--- src/rtl/audio_clip_mixer_pkg.sv ---
`default_nettype none
// ============================================================================
// Module   : audio_clip_mixer_pkg
// Purpose  : Shared types, constants and sample helpers for the clip mixer.
// Revision : 1.0 - initial release
// ============================================================================
package audio_clip_mixer_pkg;

  // Frame sequencer states: wait for divider, then ISSUE/CAPTURE per channel,
  // then one OUTPUT cycle.
  typedef enum logic [1:0] {
    ST_IDLE    = 2'd0,
    ST_ISSUE   = 2'd1,
    ST_CAPTURE = 2'd2,
    ST_OUTPUT  = 2'd3
  } state_t;

  localparam logic [7:0] SILENCE    = 8'h80;
  localparam int         SAMPLE_MIN = -128;
  localparam int         SAMPLE_MAX = 127;

  // Offset-binary ROM byte to two's complement: subtracting 128 is a flip of the MSB.
  function automatic logic signed [7:0] to_signed_sample(input logic [7:0] raw);
    return {~raw[7], raw[6:0]};
  endfunction

  // Clamp a wide signed mix into the 8-bit signed sample range.
  function automatic logic signed [7:0] saturate(input logic signed [31:0] value);
    logic signed [7:0] result;
    if (value > SAMPLE_MAX) begin
      result = 8'sh7f;
    end else if (value < SAMPLE_MIN) begin
      result = 8'sh80;
    end else begin
      result = value[7:0];
    end
    return result;
  endfunction

  // Two's complement back to offset-binary (adds 128 modulo 256).
  function automatic logic [7:0] to_offset_binary(input logic signed [7:0] s);
    return {~s[7], s[6:0]};
  endfunction

endpackage
`default_nettype wire

--- src/rtl/audio_clip_mixer_if.sv ---
`default_nettype none
// ============================================================================
// Module   : audio_clip_mixer_if
// Purpose  : Trigger/control inputs, BRAM read port and audio output of the
//            clip mixer. gain_shift exists only when AUDIO_CLIP_MIXER_GAIN_EN
//            is defined.
// Revision : 1.0 - initial release
// ============================================================================
interface audio_clip_mixer_if #(
  parameter int NUM_CH        = 2,
  parameter int ADDRESS_WIDTH = 15
);
  logic [NUM_CH-1:0]                    trig;
  logic [NUM_CH-1:0]                    stop;
  logic [NUM_CH-1:0]                    loop_mode;
  logic [NUM_CH-1:0][ADDRESS_WIDTH-1:0] clip_start;
  logic [NUM_CH-1:0][ADDRESS_WIDTH-1:0] clip_len;
`ifdef AUDIO_CLIP_MIXER_GAIN_EN
  logic [NUM_CH-1:0][1:0]               gain_shift;
`endif
  logic [ADDRESS_WIDTH-1:0]             bram_addr;
  logic [7:0]                           bram_data_out;
  logic [7:0]                           audio_sample_out;
  logic                                 sample_tick;
  logic [NUM_CH-1:0]                    busy;

  // Game logic / ROM side.
  modport master (
`ifdef AUDIO_CLIP_MIXER_GAIN_EN
    output gain_shift,
`endif
    output trig, stop, loop_mode, clip_start, clip_len, bram_data_out,
    input  bram_addr, audio_sample_out, sample_tick, busy
  );

  // Mixer side.
  modport slave (
`ifdef AUDIO_CLIP_MIXER_GAIN_EN
    input  gain_shift,
`endif
    input  trig, stop, loop_mode, clip_start, clip_len, bram_data_out,
    output bram_addr, audio_sample_out, sample_tick, busy
  );
endinterface
`default_nettype wire

--- src/rtl/audio_clip_mixer_divider.sv ---
`default_nettype none
// ============================================================================
// Module   : audio_sample_divider
// Purpose  : Free-running 0..LIMIT counter with a 1-cycle terminal-count pulse.
// Revision : 1.0 - initial release
// ============================================================================
module audio_sample_divider #(
  parameter int LIMIT = 99
) (
  input  logic clk,
  input  logic rst_n,
  output logic tc
);
  localparam int            CW       = $clog2(LIMIT + 1);
  localparam logic [CW-1:0] TERMINAL = CW'(LIMIT);

  logic [CW-1:0] r_count;

  // Count up and wrap at the terminal value; never paused by the consumer.
  always_ff @(posedge clk or negedge rst_n) begin
    if (!rst_n) begin
      r_count <= '0;
    end else if (r_count == TERMINAL) begin
      r_count <= '0;
    end else begin
      r_count <= r_count + CW'(1);
    end
  end

  assign tc = (r_count == TERMINAL);
endmodule
`default_nettype wire

--- src/rtl/audio_clip_mixer.sv ---
`default_nettype none
// ============================================================================
// Module   : audio_clip_mixer
// Purpose  : Plays NUM_CH clips from a shared 1-cycle-latency BRAM, mixes them
//            with saturation and emits one offset-binary sample per frame.
//            Define AUDIO_CLIP_MIXER_GAIN_EN for per-channel right-shift gain.
// Revision : 1.0 - initial release
// ============================================================================
module audio_clip_mixer
  import audio_clip_mixer_pkg::*;
#(
  parameter int CLK_FREQ_HZ    = 100_000_000,
  parameter int SAMPLE_RATE_HZ = 16_000,
  parameter int CLK_DIV_LIMIT  = (CLK_FREQ_HZ / SAMPLE_RATE_HZ) - 1,
  parameter int ADDRESS_WIDTH  = 15,
  parameter int NUM_CH         = 2
) (
  input  logic              CLK,
  input  logic              RESET_N,
  audio_clip_mixer_if.slave bus
);
  localparam int              CH_W    = (NUM_CH > 1) ? $clog2(NUM_CH) : 1;
  localparam int              ACC_W   = 8 + $clog2(NUM_CH);
  localparam logic [CH_W-1:0] LAST_CH = CH_W'(NUM_CH - 1);

  state_t                               r_state, w_state_next;
  logic [CH_W-1:0]                      r_ch;
  logic                                 w_frame_tc, w_apply;
  logic [NUM_CH-1:0]                    w_trig_ok;
  logic [NUM_CH-1:0][1:0]               w_gain_in;
  logic [ADDRESS_WIDTH-1:0]             w_bram_addr;

  logic [NUM_CH-1:0]                    r_pend_trig, r_pend_stop, r_pend_loop;
  logic [NUM_CH-1:0][ADDRESS_WIDTH-1:0] r_pend_base, r_pend_len;
  logic [NUM_CH-1:0][1:0]               r_pend_gain;

  logic [NUM_CH-1:0]                    r_active, r_loop, r_done;
  logic [NUM_CH-1:0][ADDRESS_WIDTH-1:0] r_base, r_len, r_off;
  logic [NUM_CH-1:0][1:0]               r_gain;

  logic signed [ACC_W-1:0]              r_acc;
  logic signed [7:0]                    w_ch_sample, w_ch_scaled, w_ch_contrib;
  logic [7:0]                           r_sample;
  logic                                 r_tick;

`ifdef AUDIO_CLIP_MIXER_GAIN_EN
  assign w_gain_in = bus.gain_shift;
`else
  assign w_gain_in = '0;
`endif

  audio_sample_divider #(
    .LIMIT (CLK_DIV_LIMIT)
  ) u_divider (
    .clk   (CLK),
    .rst_n (RESET_N),
    .tc    (w_frame_tc)
  );

  // Frame start happens on the edge that leaves IDLE; pending requests land there.
  assign w_apply = (r_state == ST_IDLE) && w_frame_tc;

  // A trigger with a zero-length clip is dropped before it can become pending.
  always_comb begin
    w_trig_ok = '0;
    for (int i = 0; i < NUM_CH; i++) begin
      w_trig_ok[i] = bus.trig[i] && (bus.clip_len[i] != '0);
    end
  end

  // Frame sequencer next state; the BRAM address is only driven in ISSUE.
  always_comb begin
    w_state_next = r_state;
    w_bram_addr  = '0;
    case (r_state)
      ST_IDLE: begin
        if (w_frame_tc) begin
          w_state_next = ST_ISSUE;
        end
      end
      ST_ISSUE: begin
        w_bram_addr  = r_base[r_ch] + r_off[r_ch];
        w_state_next = ST_CAPTURE;
      end
      ST_CAPTURE: begin
        w_state_next = (r_ch == LAST_CH) ? ST_OUTPUT : ST_ISSUE;
      end
      ST_OUTPUT: begin
        w_state_next = ST_IDLE;
      end
      default: begin
        w_state_next = ST_IDLE;
      end
    endcase
  end

  // Frame sequencer state register.
  always_ff @(posedge CLK or negedge RESET_N) begin
    if (!RESET_N) begin
      r_state <= ST_IDLE;
    end else begin
      r_state <= w_state_next;
    end
  end

  // Channel slot pointer: restarts at ch0 each frame, steps after each CAPTURE.
  always_ff @(posedge CLK or negedge RESET_N) begin
    if (!RESET_N) begin
      r_ch <= '0;
    end else if (w_apply) begin
      r_ch <= '0;
    end else if ((r_state == ST_CAPTURE) && (r_ch != LAST_CH)) begin
      r_ch <= r_ch + CH_W'(1);
    end
  end

  // Hold trig/stop pulses and clip parameters until the next frame start;
  // a pulse arriving on the apply cycle itself waits for the following frame.
  always_ff @(posedge CLK or negedge RESET_N) begin
    if (!RESET_N) begin
      r_pend_trig <= '0;
      r_pend_stop <= '0;
      r_pend_loop <= '0;
      r_pend_base <= '0;
      r_pend_len  <= '0;
      r_pend_gain <= '0;
    end else begin
      for (int i = 0; i < NUM_CH; i++) begin
        r_pend_trig[i] <= (r_pend_trig[i] && !w_apply) || w_trig_ok[i];
        r_pend_stop[i] <= (r_pend_stop[i] && !w_apply) || bus.stop[i];
        if (w_trig_ok[i]) begin
          r_pend_loop[i] <= bus.loop_mode[i];
          r_pend_base[i] <= bus.clip_start[i];
          r_pend_len[i]  <= bus.clip_len[i];
          r_pend_gain[i] <= w_gain_in[i];
        end
      end
    end
  end

  // Per-channel playback state: requests applied at frame start (stop beats
  // trig, finished one-shots retire here), offsets advance in CAPTURE.
  always_ff @(posedge CLK or negedge RESET_N) begin
    if (!RESET_N) begin
      r_active <= '0;
      r_loop   <= '0;
      r_done   <= '0;
      r_base   <= '0;
      r_len    <= '0;
      r_off    <= '0;
      r_gain   <= '0;
    end else if (w_apply) begin
      for (int i = 0; i < NUM_CH; i++) begin
        r_done[i] <= 1'b0;
        if (r_pend_stop[i]) begin
          r_active[i] <= 1'b0;
        end else if (r_pend_trig[i]) begin
          r_active[i] <= 1'b1;
          r_loop[i]   <= r_pend_loop[i];
          r_base[i]   <= r_pend_base[i];
          r_len[i]    <= r_pend_len[i];
          r_gain[i]   <= r_pend_gain[i];
          r_off[i]    <= '0;
        end else if (r_done[i]) begin
          r_active[i] <= 1'b0;
        end
      end
    end else if ((r_state == ST_CAPTURE) && r_active[r_ch]) begin
      if (r_off[r_ch] == (r_len[r_ch] - ADDRESS_WIDTH'(1))) begin
        r_off[r_ch] <= '0;
        if (!r_loop[r_ch]) begin
          r_done[r_ch] <= 1'b1;
        end
      end else begin
        r_off[r_ch] <= r_off[r_ch] + ADDRESS_WIDTH'(1);
      end
    end
  end

  assign w_ch_sample  = to_signed_sample(bus.bram_data_out);
  assign w_ch_scaled  = w_ch_sample >>> r_gain[r_ch];
  assign w_ch_contrib = r_active[r_ch] ? w_ch_scaled : 8'sd0;

  // Mix accumulation per slot, then saturate and publish once per frame.
  always_ff @(posedge CLK or negedge RESET_N) begin
    if (!RESET_N) begin
      r_acc    <= '0;
      r_sample <= SILENCE;
      r_tick   <= 1'b0;
    end else begin
      r_tick <= (r_state == ST_OUTPUT);
      if (w_apply) begin
        r_acc <= '0;
      end else if (r_state == ST_CAPTURE) begin
        r_acc <= r_acc + ACC_W'(w_ch_contrib);
      end
      if (r_state == ST_OUTPUT) begin
        r_sample <= to_offset_binary(saturate(32'(r_acc)));
      end
    end
  end

  assign bus.bram_addr        = w_bram_addr;
  assign bus.audio_sample_out = r_sample;
  assign bus.sample_tick      = r_tick;
  assign bus.busy             = r_active;
endmodule
`default_nettype wire

--- src/flat_wrapper.sv ---
// flat-port wrapper written by rule: the top's interface ports become plain ports
module audio_clip_mixer_flat import audio_clip_mixer_pkg::*;
#(
  parameter int CLK_FREQ_HZ    = 100_000_000,
  parameter int SAMPLE_RATE_HZ = 16_000,
  parameter int CLK_DIV_LIMIT  = (CLK_FREQ_HZ / SAMPLE_RATE_HZ) - 1,
  parameter int ADDRESS_WIDTH  = 15,
  parameter int NUM_CH         = 2
)
  (CLK, RESET_N, bus_trig, bus_stop, bus_loop_mode, bus_clip_start, bus_clip_len, bus_bram_data_out, bus_bram_addr, bus_audio_sample_out, bus_sample_tick, bus_busy);
  audio_clip_mixer_if #(.NUM_CH(NUM_CH), .ADDRESS_WIDTH(ADDRESS_WIDTH)) bus_i ();
  input  logic CLK;
  input  logic RESET_N;
  input wire logic [$bits(bus_i.trig)-1:0] bus_trig;
  input wire logic [$bits(bus_i.stop)-1:0] bus_stop;
  input wire logic [$bits(bus_i.loop_mode)-1:0] bus_loop_mode;
  input wire logic [$bits(bus_i.clip_start)-1:0] bus_clip_start;
  input wire logic [$bits(bus_i.clip_len)-1:0] bus_clip_len;
  input wire logic [$bits(bus_i.bram_data_out)-1:0] bus_bram_data_out;
  output wire logic [$bits(bus_i.bram_addr)-1:0] bus_bram_addr;
  output wire logic [$bits(bus_i.audio_sample_out)-1:0] bus_audio_sample_out;
  output wire logic [$bits(bus_i.sample_tick)-1:0] bus_sample_tick;
  output wire logic [$bits(bus_i.busy)-1:0] bus_busy;
  assign bus_i.trig = bus_trig;
  assign bus_i.stop = bus_stop;
  assign bus_i.loop_mode = bus_loop_mode;
  assign bus_i.clip_start = bus_clip_start;
  assign bus_i.clip_len = bus_clip_len;
  assign bus_i.bram_data_out = bus_bram_data_out;
  assign bus_bram_addr = bus_i.bram_addr;
  assign bus_audio_sample_out = bus_i.audio_sample_out;
  assign bus_sample_tick = bus_i.sample_tick;
  assign bus_busy = bus_i.busy;
  audio_clip_mixer #(.CLK_FREQ_HZ(CLK_FREQ_HZ), .SAMPLE_RATE_HZ(SAMPLE_RATE_HZ), .CLK_DIV_LIMIT(CLK_DIV_LIMIT), .ADDRESS_WIDTH(ADDRESS_WIDTH), .NUM_CH(NUM_CH)) u_core (.CLK(CLK), .RESET_N(RESET_N), .bus(bus_i));
endmodule
--- config.mk ---
export PLATFORM = sky130hd
export DESIGN_NAME = audio_clip_mixer_flat
export DESIGN_NICKNAME = d
export VERILOG_FILES = /design/src/rtl/audio_clip_mixer_pkg.sv /design/src/rtl/audio_clip_mixer_if.sv /design/src/rtl/audio_clip_mixer_divider.sv /design/src/rtl/audio_clip_mixer.sv /design/src/flat_wrapper.sv
export SDC_FILE = /design/constraint.sdc
export NUM_CORES = 1
export LEC_CHECK = 0
export CORE_UTILIZATION = 40
export DETAILED_ROUTE_END_ITERATION = 8
export GPL_ROUTABILITY_DRIVEN = 0
export HOLD_SLACK_MARGIN = 0.05
export PLACE_DENSITY_LB_ADDON = 0.08
export SLEW_MARGIN = 15
export SYNTH_ARGS = -nofsm -noshare
export SYNTH_HDL_FRONTEND = slang
export SYNTH_HIERARCHICAL = 1
export SYNTH_SLANG_ARGS = --single-unit
--- constraint.sdc ---
create_clock -name CLK -period 4.58 [get_ports CLK]
set_clock_uncertainty 0.05 [all_clocks]
set_input_delay 0.458 -clock CLK [delete_from_list [all_inputs] [get_ports CLK]]
set_output_delay 0.458 -clock CLK [all_outputs]
set_load 0.03 [all_outputs]
* Yosys cells after proc, flatten, opt, wreduce, memory -nomap -nowiden *
Cells that the tools add are included.

storage, ports and cells
  bits in registers = 196
  bits of input ports = 76
  output and inout bits = 26

cells by class
  add/subtract/negate cells = 6
  magnitude comparators = 4
  equal/unequal tests = 11
  shift-type cells = 1
  multiplexer cells = 46
  bitwise operators = 8
  reduce and logical (&&, ||, !) cells = 31

operators with widths
  kind                                                                   number
  15-bit 2-to-1 mux                                                      12
  30-bit 2-to-1 mux                                                      3
  8-bit 2-to-1 mux                                                       4
  30-bit bitwise AND                                                     1
  30-bit bitwise mux                                                     1
  30-bit NOT                                                             1
  15-bit nonzero test                                                    2
  9-bit 2-to-1 mux                                                       2
  15-bit by 1-bit adder with 15-bit output (second input constant)       1
  15-bit adder                                                           1
  15-bit demux with 1-bit select                                         1
  15-bit equality test                                                   1
  3-bit AND reduction                                                    5
  15-bit by 1-bit subtractor with 15-bit output (second input constant)  1
  2-bit 2-to-1 mux                                                       7
  13-bit by 1-bit adder with 13-bit output (second input constant)       1
  13-bit equality test (second input constant)                           1
  1-bit 2-to-1 mux                                                       13
  13-bit 2-to-1 mux                                                      1
  1-bit logical AND                                                      10
  9-bit by 8-bit adder with 9-bit output                                 1
  9-bit by 8-bit > comparator with 1-bit output (second input constant)  1
  9-bit by 8-bit < comparator with 1-bit output (second input constant)  1
  2-bit inequality test (second input constant)                          4
  17 further kinds                                                       31

* Depth between registers and ports, before layout *
Gate-level depths: netlist (run 1).

  depth in word-level cells = 9
  mapped depth = 17
  mapped depth without buffers = 12

* Modules after synthesis *
Netlist (run 1), hierarchy kept.

modules (own cells, without submodules)
  module                instances  cells an instance  area an instance (µm²)
  audio_clip_mixer      1          905                9514.1
  audio_sample_divider  1          60                 640.6

* Worst setup path after synthesis (run 1) *
OpenSTA, ideal clock, no wires.

  path kind = register -> output
  start point = reg u_core.r_ch
  end point = out bus_bram_addr[14]
  arrival time = 4.342 ns
  data required time = 4.072 ns
  setup slack = -0.270 ns
  cell stages (with the launch flop) = 18
  cell sequence = dfrtp_1 > buf_2 > buf_6 > buf_2 > buf_4 > buf_4 > clkbuf_1 > mux2_2 > ha_1 > fa_1 > a211oi_1 > o21bai_1 > a31oi_1 > o21ai_0 > o41ai_1 > o21ai_0 > xnor2_1 > nor2_1

on the way
  longest elaborated chain between the ends = 4
  elaborated cells between the ends (all ways) = 6

RTL lines
  item                                                   RTL line                 RTL
  start, declared                                        audio_clip_mixer.sv:27   logic [CH_W-1:0] r_ch;
  start signal, assigned                                 audio_clip_mixer.sv:113  r_ch <= r_ch + CH_W'(1);
  15-bit 2-to-1 mux (implied by the code) (2 in series)  audio_clip_mixer.sv:82   w_bram_addr = r_base[r_ch] + r_off[r_ch];
  15-bit adder (*)                                       audio_clip_mixer.sv:82
  15-bit 2-to-1 mux (*)                                  audio_clip_mixer.sv:75   case (r_state)
  end, declared                                          flat_wrapper.sv:20       output wire logic [$bits(bus_i.bram_addr)-1:0] bus_bram_addr;

Every way passes the cells marked *; elsewhere a longest branch is shown, timed or not. The select of a mux whose other input is x is not followed.

* Worst setup path after layout (run 1) *
Ends and elaborated chain as after synthesis.

==> reports/qor.tcl, run 1 <==
set qor(tritoncts) {yes}
set qor(synth_compound_area_share_pct) 10.4
set qor(ys_seq_area_share_pct) 48.3
set qor(layout_min_cycle_time_ns) 4.24
set qor(timing.critical_path.from_type) {flip-flop}
set qor(net-switching-power_mw) 0.820
set qor(drcViolationCount) 0
set qor(final_area_sq_um) 12200
set qor(crit_arrival_ns) 3.73
set qor(synthFlopType) {sky130_fd_sc_hd__dfrtp_1}
set qor(synth_area_per_cell_sq_um) 10.5
set qor(cp_num_buf_inv) 2
set qor(postCtsHoldBufs) 0
set qor(p_sw_share_pct) 23.2
set qor(nNetsFinal) 1171
set qor(initial_core_util_pct) 41.3
set qor(total_global_route_track_usage_pct) 19.6
set qor(globalRouteOverflowTotal) 0
set qor(die_span_in_x_um) 161
set qor(clk_pin_slew_ns) 0.07
set qor(grt_pass1_wl_mm) 39.9
set qor(post_synthesis_cell_area_sq_um) 10200
set qor(final.setup.tns_ns) 0
set qor(timing_hold_violations_final) 0
set qor(hold_crit_path_type) {in -> async}
set qor(layout_common_cells) {sky130_fd_sc_hd__dfrtp_1, sky130_fd_sc_hd__nand2_1, sky130_fd_sc_hd__mux2_2}
set qor(drt_iter0_markers) 370
set qor(worst_pin_slew_ns) 0.942
set qor(drtPass1Iterations) 5
set qor(post_synth_and_or_nand_nor_area_fraction_pct) 14.8
set qor(yosys.area_share.xor_xnor_pct) 5.26
set qor(cts-htree-levels) 4
set qor(preCtsSetupSlack_ns) 0.518
set qor(ant_nets) 0
set qor(cp_cell_sequence) {buf_4 -> mux2_2 -> fa_1 -> a211oi_2 -> o21bai_1 -> a31oi_1 -> o21ai_0 -> o41ai_2 -> o21ai_0 -> xnor2_1 -> nor2_2 -> buf_4}
set qor(worstSetupEndpointType) {output port}
set qor(cap_violations) 0
set qor(slowest_stage) {sky130_fd_sc_hd__fa_1}
set qor(cp_data_required_time_ns) 4.07
set qor(setup_ws_ns) 0.340
set qor(route.vias.total) 7349
set qor(share_seq_of_total_power_pct) 51.2
set qor(fmax_mhz) 236
set qor(areaGrowthSynthToFinish_pct) 20.2
set qor(yosysWarningCount) 6
set qor(ys_types) 73
set qor(drt_wl_total_mm) 24.1
set qor(cts.sink_count) 196
set qor(synthesis.instances) 965
set qor(numCtsBuffers) 17
set qor(first_global_vias) 7371
set qor(critical_path.top_delay_family) {compound AO/OA/AOI/OAI gates}
set qor(critical_path_peak_fanout) 12
set qor(synth_enable_flop_cells) 0
set qor(dpl.hpwl_mm) 17.2
set qor(power.ir.vdd_worst_mv) 0.175
set qor(criticalPathCategory) {reg -> out}
set qor(drive_above_1_share_pct) 19.1
set qor(maxSlewHeadroom_pct) 37.2
set qor(leading_cell_type_in_the_layout_fill_and_taps_excluded) {sky130_fd_sc_hd__dfrtp_1}
set qor(grt_max_degree) 116
set qor(die_area_sq_um) 26000
set qor(yosys-mux-area-fraction_pct) 14.8
set qor(antenna-diode-count) 0
set qor(final.period_utilization_pct) 92.6
set qor(max_stage_delay_ns) 0.50
set qor(report.final.slew_viol_count) 0
set qor(p_leak_nw) 5.54
set qor(io_pins) 102
set qor(status) {completed}
set qor(combinationalPowerShare_pct) 5.2
set qor(avgViaCountPerCell) 5.23
set qor(rsz_0062_raised_after_global_routing) {false}
set qor(setup_violations) 0
set qor(synth_top_family_by_area) {multiplexers}
set qor(ys_ff_latch) 196
set qor(route.detailed.wl_per_inst_um) 17.2
set qor(cellInternalPower_mw) 2.72
set qor(placement.cell_area_sq_um) 11600
set qor(ys_async_sr_fraction_pct) 100
set qor(core_area_sq_um) 24600
set qor(synth.net_count) 1069
set qor(pwr-share-clk_pct) 43.5
set qor(post_synth_fa_ha_maj_area_fraction_pct) 3.60
set qor(pwr_density_cell_nw_per_um2) 290
set qor(power.total_mw) 3.54
set qor(worst_hold_slack_across_all_endpoints_ns) 0.124
set qor(max-clock-path-buffers) 2
set qor(placementRows) 57
set qor(clock_latency_reported_for_the_late_side_of_the_worst_skew_pair_ns) 0.43
set qor(die-height_um) 161
set qor(antenna_found_initial) 0
set qor(clk_root_buffer_cell) {sky130_fd_sc_hd__clkbuf_16}
set qor(port_buffers) 101
## layout make-up
| class | instances | area, sq um |
|---|---|---|
| multi-input combinational | 703 | 5030 |
| tap | 324 | 405 |
| sequential | 196 | 4910 |
| clock inverter | 14 | 166 |
| timing repair buffer | 119 | 1160 |
| inverter | 30 | 113 |
| fill | 2325 | 12400 |
| clock buffer | 18 | 429 |
## power groups by stage
stage	logic [mW]	clock network, mW	registers (mW)
final	0.185	1.54	1.81
after CTS	0.191	1.59	1.81
after global routing	0.206	1.66	1.82
after detailed placement	0.190	0	1.85
after global placement	0.189	0	1.85
after floorplan	0.0694	0	1.84
## cell families after synthesis
kind of cell | Yosys count
AO/OA/AOI/OAI | 154
XOR/XNOR | 61
adder cells (fa/ha/maj) | 28
buffers and inverters | 66
flip-flops | 196
multiplexers | 136
AND/OR/NAND/NOR | 324
## state kept, by name (all words and copies together) (netlist names)
signal	flops
u_core/r_acc	9
u_core/bus.audio_sample_out	8
u_core/r_loop	2
u_core/bus.sample_tick	1
u_core/r_pend_stop	2
u_core/r_len	30
u_core/r_done	2
u_core/r_base	30
u_core/r_pend_loop	2
u_core/r_pend_base	30
u_core/r_pend_len	30
u_core/r_state	2
u_core/bus.busy	2
u_core/r_pend_trig	2
u_core/r_off	30
u_core/u_divider/r_count	13
u_core/r_ch	1
## synth_stat cells, types with 4 or more instances
master | n | area (sq um)
sky130_fd_sc_hd__a211oi_1 | 5 | 37.5
sky130_fd_sc_hd__a21o_1 | 13 | 97.6
sky130_fd_sc_hd__a21oi_1 | 21 | 105
sky130_fd_sc_hd__a31oi_1 | 4 | 25.0
sky130_fd_sc_hd__buf_1 | 4 | 15.0
sky130_fd_sc_hd__buf_2 | 4 | 20.0
sky130_fd_sc_hd__clkbuf_1 | 22 | 82.6
sky130_fd_sc_hd__dfrtp_1 | 195 | 4880
sky130_fd_sc_hd__ha_1 | 26 | 325
sky130_fd_sc_hd__inv_1 | 30 | 113
sky130_fd_sc_hd__mux2_2 | 113 | 1270
sky130_fd_sc_hd__mux2i_1 | 22 | 220
sky130_fd_sc_hd__nand2_1 | 170 | 638
sky130_fd_sc_hd__nand2b_1 | 4 | 25.0
sky130_fd_sc_hd__nand3_1 | 18 | 90.1
sky130_fd_sc_hd__nand4_1 | 5 | 31.3
sky130_fd_sc_hd__nor2_1 | 44 | 165
sky130_fd_sc_hd__nor2b_1 | 13 | 81.3
sky130_fd_sc_hd__nor3_1 | 22 | 110
sky130_fd_sc_hd__nor3b_1 | 4 | 30.0
sky130_fd_sc_hd__nor4_1 | 16 | 100
sky130_fd_sc_hd__o21ai_0 | 46 | 230
sky130_fd_sc_hd__o21ai_1 | 8 | 40.0
sky130_fd_sc_hd__o21ai_2 | 14 | 123
sky130_fd_sc_hd__o21bai_1 | 6 | 45.0
sky130_fd_sc_hd__or2_2 | 5 | 31.3
sky130_fd_sc_hd__xnor2_1 | 40 | 350
sky130_fd_sc_hd__xor2_1 | 21 | 184
## worst paths after layout
check | start | to | slack, ns | depth (start not counted)
hold reg to reg | u_core/r_loop[0] | u_core/r_done[0] | 0.40 | 1
max in group asynchronous | RESET_N | u_core/bus.audio_sample_out[7] | 3.33 | 2
hold / removal | RESET_N | u_core/r_pend_len[1] | 0.12 | 1
setup / recovery | u_core/r_ch | bus_bram_addr[14] | 0.34 | 12
setup reg to reg | u_core/r_ch | u_core/r_off[19] | 0.91 | 11
min in group CLK | u_core/r_loop[0] | u_core/r_done[0] | 0.40 | 1
## metal layers
metal | vias up | global-route usage [%] | part of all wire (%)
met5 | - | 0 | 0
met4 | 0 | 4.97 | 1.1
met3 | 21 | 3.24 | 3.2
met2 | 137 | 31.8 | 47
met1 | 3604 | 27.1 | 49
li1 | 3587 | - | -
## through the flow
step,util [%],cells
6_report,49.6,1404
2_1_floorplan,-,965
3_5_place_dp,47.0,1368
5_1_grt,49.6,1404
4_1_cts,49.4,1400
3_3_place_gp,47.0,1368
## what timing repair did
item	4_1_cts	5_1_grt
setup endpoints to repair	0	3
resized for setup	0	4
setup buffers	0	4
endpoints found under the hold margin	0	0
No activity file was read; power rests on OpenSTA's default activity.
==> inputs of run 2 (changes only) <==
--- a/config.mk
+++ b/config.mk
@@ -9,6 +9,7 @@
 export DETAILED_ROUTE_END_ITERATION = 8
 export GPL_ROUTABILITY_DRIVEN = 0
 export HOLD_SLACK_MARGIN = 0.05
+export MAX_ROUTING_LAYER = met4
 export PLACE_DENSITY_LB_ADDON = 0.08
 export SLEW_MARGIN = 15
 export SYNTH_ARGS = -nofsm -noshare
==> run 2 against run 1 <==
  * Global-route usage increased by 0.63 points
  * Routed wire length rose by 0.22%
  * Sequential power hardly changed
  * Critical path type unchanged
  * Largest power group unchanged
==> reports/qor.tcl, run 2 (synthesis results as in run 1) <==
set qor(die-height_um) 161 ;# unchanged
set qor(globalRouteOverflowTotal) 0 ;# unchanged
set qor(max-clock-path-buffers) 2 ;# unchanged
set qor(drcViolationCount) 0 ;# unchanged
set qor(worst_hold_slack_across_all_endpoints_ns) 0.121 ;# -0.00252 ns
set qor(cp_data_required_time_ns) 4.07 ;# about the same
set qor(timing.critical_path.from_type) {flip-flop}
set qor(timing_hold_violations_final) 0 ;# unchanged
set qor(total_global_route_track_usage_pct) 20.2 ;# +0.63 points
set qor(antenna-diode-count) 0 ;# unchanged
set qor(nNetsFinal) 1171 ;# unchanged
set qor(route.detailed.wl_per_inst_um) 17.2 ;# +0.22%
set qor(drive_above_1_share_pct) 19.1 ;# unchanged
set qor(critical_path_peak_fanout) 12 ;# unchanged
set qor(placement.cell_area_sq_um) 11600 ;# unchanged
set qor(layout_min_cycle_time_ns) 4.24 ;# -0.000393 ns
set qor(criticalPathCategory) {reg -> out}
set qor(critical_path.top_delay_family) {compound AO/OA/AOI/OAI gates}
set qor(report.final.slew_viol_count) 0 ;# unchanged
set qor(status) {completed}
set qor(port_buffers) 101 ;# unchanged
set qor(rsz_0062_raised_after_global_routing) {false}
set qor(final_util_pct) 49.6 ;# unchanged
set qor(first_global_vias) 7381 ;# +0.14%
set qor(drt_wl_total_mm) 24.2 ;# +0.22%
set qor(dpl.hpwl_mm) 17.2 ;# unchanged
set qor(r2r_slack_ns) 0.92 ;# about the same
set qor(cap_violations) 0 ;# unchanged
set qor(leading_cell_type_in_the_layout_fill_and_taps_excluded) {sky130_fd_sc_hd__dfrtp_1}
set qor(slowest_stage) {sky130_fd_sc_hd__fa_1}
set qor(io_pins) 102 ;# unchanged
set qor(final_cell_count_no_fill) 1404 ;# unchanged
set qor(power.total_mw) 3.54 ;# about the same
set qor(drtPass1Iterations) 5 ;# unchanged
set qor(fmax_mhz) 236 ;# about the same
set qor(power.ir.vdd_worst_mv) 0.175 ;# about the same
set qor(grt_pass1_wl_mm) 39.9 ;# +0.10%
set qor(clock_latency_reported_for_the_late_side_of_the_worst_skew_pair_ns) 0.43 ;# about the same
set qor(placed_cells) 1368 ;# unchanged
set qor(drt_iter0_markers) 383 ;# +3.5%
set qor(avgViaCountPerCell) 5.25 ;# +0.31%
set qor(grt_max_degree) 116 ;# unchanged
set qor(route.vias.total) 7372 ;# +0.31%
set qor(ant_nets) 0 ;# unchanged
set qor(preCtsSetupSlack_ns) 0.518 ;# unchanged
set qor(p_leak_nw) 5.54 ;# unchanged
set qor(clk_pin_slew_ns) 0.07 ;# about the same
set qor(max_stage_delay_ns) 0.50 ;# about the same
set qor(cp_num_buf_inv) 2 ;# unchanged
set qor(areaGrowthSynthToFinish_pct) 20.2 ;# unchanged
set qor(pwr_density_cell_nw_per_um2) 290 ;# about the same
set qor(setup_violations) 0 ;# unchanged
set qor(worst_pin_slew_ns) 0.928 ;# -0.0143 ns
set qor(final.period_utilization_pct) 92.6 ;# about the same
set qor(hold_crit_path_type) {in -> async}
set qor(die_area_sq_um) 26000 ;# unchanged
set qor(clk_root_buffer_cell) {sky130_fd_sc_hd__clkbuf_16}
set qor(numCtsBuffers) 17 ;# unchanged
set qor(final_area_sq_um) 12200 ;# unchanged
set qor(cts-htree-levels) 4 ;# unchanged
set qor(core_area_sq_um) 24600 ;# unchanged
set qor(layout_common_cells) {sky130_fd_sc_hd__dfrtp_1, sky130_fd_sc_hd__nand2_1, sky130_fd_sc_hd__mux2_2}
set qor(maxSlewHeadroom_pct) 38.2 ;# +0.96 points
set qor(initial_core_util_pct) 41.3 ;# unchanged
set qor(worstSetupEndpointType) {output port}
set qor(cp_cell_sequence) {buf_4 -> mux2_2 -> fa_1 -> a211oi_2 -> o21bai_1 -> a31oi_1 -> o21ai_0 -> o41ai_2 -> o21ai_0 -> xnor2_1 -> nor2_2 -> buf_4}
set qor(antenna_found_initial) 0 ;# unchanged
set qor(cts.sink_count) 196 ;# unchanged
set qor(placementRows) 57 ;# unchanged
set qor(tritoncts) {yes}
set qor(final.setup.tns_ns) 0 ;# unchanged
set qor(die_span_in_x_um) 161 ;# unchanged
set qor(crit_arrival_ns) 3.73 ;# about the same
set qor(setup_ws_ns) 0.341 ;# +0.000393 ns
run 2: cell counts in the layout (fill, tap and decap cells not counted):
Identical to the previous run, type by type.
run 2: layer usage:
layer  vias to the layer above  GRT usage (%)  wire length [um]
li1                       3589              -                 -
met4                         0           4.97               242
met5                         -              -                 0
met2                       132           31.8             11400
met1                      3638           27.2             11700
met3                        13           3.29               791
run 2: power breakdown:
group,internal (mW),total (mW),switching [mW]
clock,0.824,1.55,0.721
sequential,1.78,1.81,0.0294
combinational,0.111,0.185,0.0736
run 2: layout make-up:
cell class,instances,area (sq um)
Clock inverter,14,166
Tap cell,324,405
Fill cell,2325,12400
Inverter,30,113
Timing Repair Buffer,119,1160
Sequential cell,196,4910
Multi-Input combinational cell,703,5030
Clock buffer,18,429
run 2: worst paths after layout:
kind / from / to / cells past startpoint
setup / recovery: u_core/r_ch / bus_bram_addr[14] / 12
hold / removal: RESET_N / u_core/r_pend_len[1] / 1
setup reg to reg: u_core/r_ch / u_core/r_off[19] / 11
hold reg to reg: u_core/r_loop[0] / u_core/r_done[0] / 1
max in group asynchronous: RESET_N / u_core/bus.audio_sample_out[7] / 2
min in group CLK: u_core/r_loop[0] / u_core/r_done[0] / 1
run 2: repair_timing:
action,CTS,global route
endpoints found under the hold margin,0,0
buffers inserted,0,4
resized for setup,0,4
hold buffers,0,0
setup endpoints to repair,0,3
==> inputs of run 3 (changes only) <==
--- a/config.mk
+++ b/config.mk
@@ -16,3 +16,4 @@
 export SYNTH_HDL_FRONTEND = slang
 export SYNTH_HIERARCHICAL = 1
 export SYNTH_SLANG_ARGS = --single-unit
+export TNS_END_PERCENT = 50
==> run 3 against run 2 <==
  * Combinational power hardly changed
  * Maximum frequency decreased by 0.85%
  * First-iteration DRC count rose by 1.0%
  * Clock power about the same
  * Critical endpoint unchanged
==> reports/qor.tcl, run 3 (synthesis results as in run 1) <==
set qor(postCtsSetupRepairBufs) 0 ;# unchanged
set qor(antenna-diode-count) 0 ;# unchanged
set qor(route.detailed.wl_per_inst_um) 17.2 ;# +0.12%
set qor(setup_violations) 0 ;# unchanged
set qor(criticalPathCategory) {reg -> out}
set qor(timing.critical_path.from_type) {flip-flop}
set qor(multiInputGateArea_sq_um) 5030 ;# unchanged
set qor(report.final.slew_viol_count) 0 ;# unchanged
set qor(maxSlewHeadroom_pct) 37.9 ;# -0.29 points
set qor(cap_violations) 0 ;# unchanged
set qor(layout_min_cycle_time_ns) 4.28 ;# +0.0363 ns
set qor(grt_pass1_wl_mm) 39.9 ;# unchanged
set qor(clk_pin_slew_ns) 0.07 ;# about the same
set qor(drt_iter0_markers) 387 ;# +1.0%
set qor(placementRows) 57 ;# unchanged
set qor(crit_arrival_ns) 3.77 ;# +0.04 ns
set qor(final_cell_count_no_fill) 1400 ;# -0.28%
set qor(nNetsFinal) 1167 ;# -0.34%
set qor(globalRouteOverflowTotal) 0 ;# unchanged
set qor(worst_r2r_endpoint) {u_core/r_off[19]}
set qor(worst_r2r_path_depth) 10 ;# -1
set qor(rsz_0062_raised_after_global_routing) {true}
set qor(pwr_density_cell_nw_per_um2) 291 ;# +0.16%
set qor(hold_crit_path_type) {in -> async}
set qor(power.total_mw) 3.54 ;# about the same
set qor(max_stage_delay_ns) 0.52 ;# +0.02 ns
set qor(worst_pin_slew_ns) 0.932 ;# +0.00442 ns
set qor(final_area_sq_um) 12200 ;# -0.25%
set qor(route.vias.total) 7297 ;# -1.0%
set qor(drive_above_1_share_pct) 18.8 ;# -0.30 points
set qor(avgViaCountPerCell) 5.21 ;# -0.73%
set qor(worstReg2RegStart) {u_core/r_ch}
set qor(leading_cell_type_in_the_layout_fill_and_taps_excluded) {sky130_fd_sc_hd__dfrtp_1}
set qor(clock_latency_reported_for_the_late_side_of_the_worst_skew_pair_ns) 0.43 ;# about the same
set qor(cts.sink_count) 196 ;# unchanged
set qor(max-clock-path-buffers) 2 ;# unchanged
set qor(dpl.hpwl_mm) 17.2 ;# unchanged
set qor(cpMostUsedCell) {sky130_fd_sc_hd__o21ai_0}
set qor(worst_hold_slack_across_all_endpoints_ns) 0.121 ;# +0.0000280 ns
set qor(initial_core_util_pct) 41.3 ;# unchanged
set qor(die-height_um) 161 ;# unchanged
set qor(io_pins) 102 ;# unchanged
set qor(cp_cell_sequence) {mux2_2 -> ha_1 -> fa_1 -> a211oi_2 -> o21bai_1 -> a31oi_1 -> o21ai_0 -> o41ai_2 -> o21ai_0 -> xnor2_1 -> nor2_2 -> buf_4}
set qor(status) {completed}
set qor(drcViolationCount) 0 ;# unchanged
set qor(die_span_in_x_um) 161 ;# unchanged
set qor(timing_hold_violations_final) 0 ;# unchanged
set qor(cts-htree-levels) 4 ;# unchanged
set qor(placed_cells) 1368 ;# unchanged
set qor(numCtsBuffers) 17 ;# unchanged
set qor(slowest_stage) {sky130_fd_sc_hd__dfrtp_2}
set qor(placement.cell_area_sq_um) 11600 ;# unchanged
set qor(antenna_found_initial) 0 ;# unchanged
set qor(power.ir.vdd_worst_mv) 0.175 ;# about the same
set qor(tritoncts) {yes}
set qor(critical_path_peak_fanout) 14 ;# +2
set qor(port_buffers) 101 ;# unchanged
set qor(nFillCells) 2326 ;# +0.043%
set qor(postCtsHoldBufs) 0 ;# unchanged
set qor(layout_common_cells) {sky130_fd_sc_hd__dfrtp_1, sky130_fd_sc_hd__nand2_1, sky130_fd_sc_hd__mux2_2}
set qor(drt_wl_total_mm) 24.1 ;# -0.16%
set qor(worstSetupEndpointType) {output port}
set qor(drtPass1Iterations) 5 ;# unchanged
set qor(grt_max_degree) 116 ;# unchanged
set qor(core_area_sq_um) 24600 ;# unchanged
set qor(r2r_slack_ns) 0.87 ;# -0.05 ns
set qor(clk_root_buffer_cell) {sky130_fd_sc_hd__clkbuf_16}
set qor(p_leak_nw) 5.52 ;# -0.39%
set qor(fmax_mhz) 234 ;# -0.85%
set qor(final.period_utilization_pct) 93.4 ;# +0.79 points
set qor(cp_data_required_time_ns) 4.07 ;# about the same
set qor(first_global_vias) 7381 ;# unchanged
set qor(total_global_route_track_usage_pct) 20.2 ;# unchanged
set qor(die_area_sq_um) 26000 ;# unchanged
set qor(ant_nets) 0 ;# unchanged
set qor(areaGrowthSynthToFinish_pct) 19.9
set qor(final-seq-area_sq_um) 4910 ;# unchanged
[run 3: cell types whose count changed in the layout (fill, tap and decap cells not counted), sizes merged]
cell / previous run / this run
buf: 21 / 17
[run 3: worst max path at each step]
stage	from	end	slack [ns]	cells past startpoint
3_3_place_gp	u_core/r_ch	bus_bram_addr[10]	0.52	10
2_1_floorplan	u_core/r_ch	bus_bram_addr[10]	0.05	15
4_1_cts	u_core/r_ch	bus_bram_addr[10]	0.02	10
6_report	u_core/r_ch	bus_bram_addr[14]	0.30	12
3_5_place_dp	u_core/r_ch	bus_bram_addr[10]	0.52	10
5_1_grt	u_core/r_ch	bus_bram_addr[14]	-0.03	13
[run 3: stage by stage]
| step | setup slack [ns] | setup TNS, ns | utilization [%] |
|---|---|---|---|
| global route | -0.0313 | -0.0313 | 49.5 |
| detailed placement | 0.518 | 0 | 47.0 |
| finish | 0.304 | 0 | 49.5 |
| floorplan | 0.0509 | 0 | - |
| CTS | 0.0227 | 0 | 49.4 |
| global placement | 0.523 | 0 | 47.0 |
[run 3: per-layer routing]
metal | share of wire [%] | track usage, % | vias up | routed length [um]
met5 | 0 | - | - | 0
met4 | 1.0 | 4.97 | 0 | 244
met3 | 3.0 | 3.29 | 13 | 730
met2 | 48 | 31.8 | 112 | 11500
met1 | 48 | 27.2 | 3596 | 11700
li1 | - | - | 3576 | -
[run 3: worst max-delay path, delay by kind of cell (launching register included)]
kind	cells	cell delay, ns
AOI/OAI and AO/OA	6	1.30
xor gates and xnor gates	1	0.23
adders and majority gates	2	0.67
buffers and inverters	1	0.19
DFF	1	0.52
muxes	1	0.37
and+or+nand+nor	1	0.06
[run 3: what timing repair did]
item | 4_1_cts | 5_1_grt
hold endpoints to repair | 0 | 0
setup endpoints to repair | 0 | 3
gates resized for setup | 0 | 4
[run 3: final cells by class]
class	instances	area share (%)
sequential	196	40.3
multi-input combinational	703	41.3
inverter	30	0.925
clock buffer	18	3.52
clock inverter	14	1.37
timing repair buffer	115	9.28
tap	324	3.33
[run 3: power by group]
part	internal (mW)	total, mW	leakage [nW]	switching, mW
registers	1.78	1.81	2.53	0.0291
logic	0.111	0.185	2.70	0.0737
clock network	0.824	1.54	0.287	0.718
total	2.72	3.54	5.52	0.821
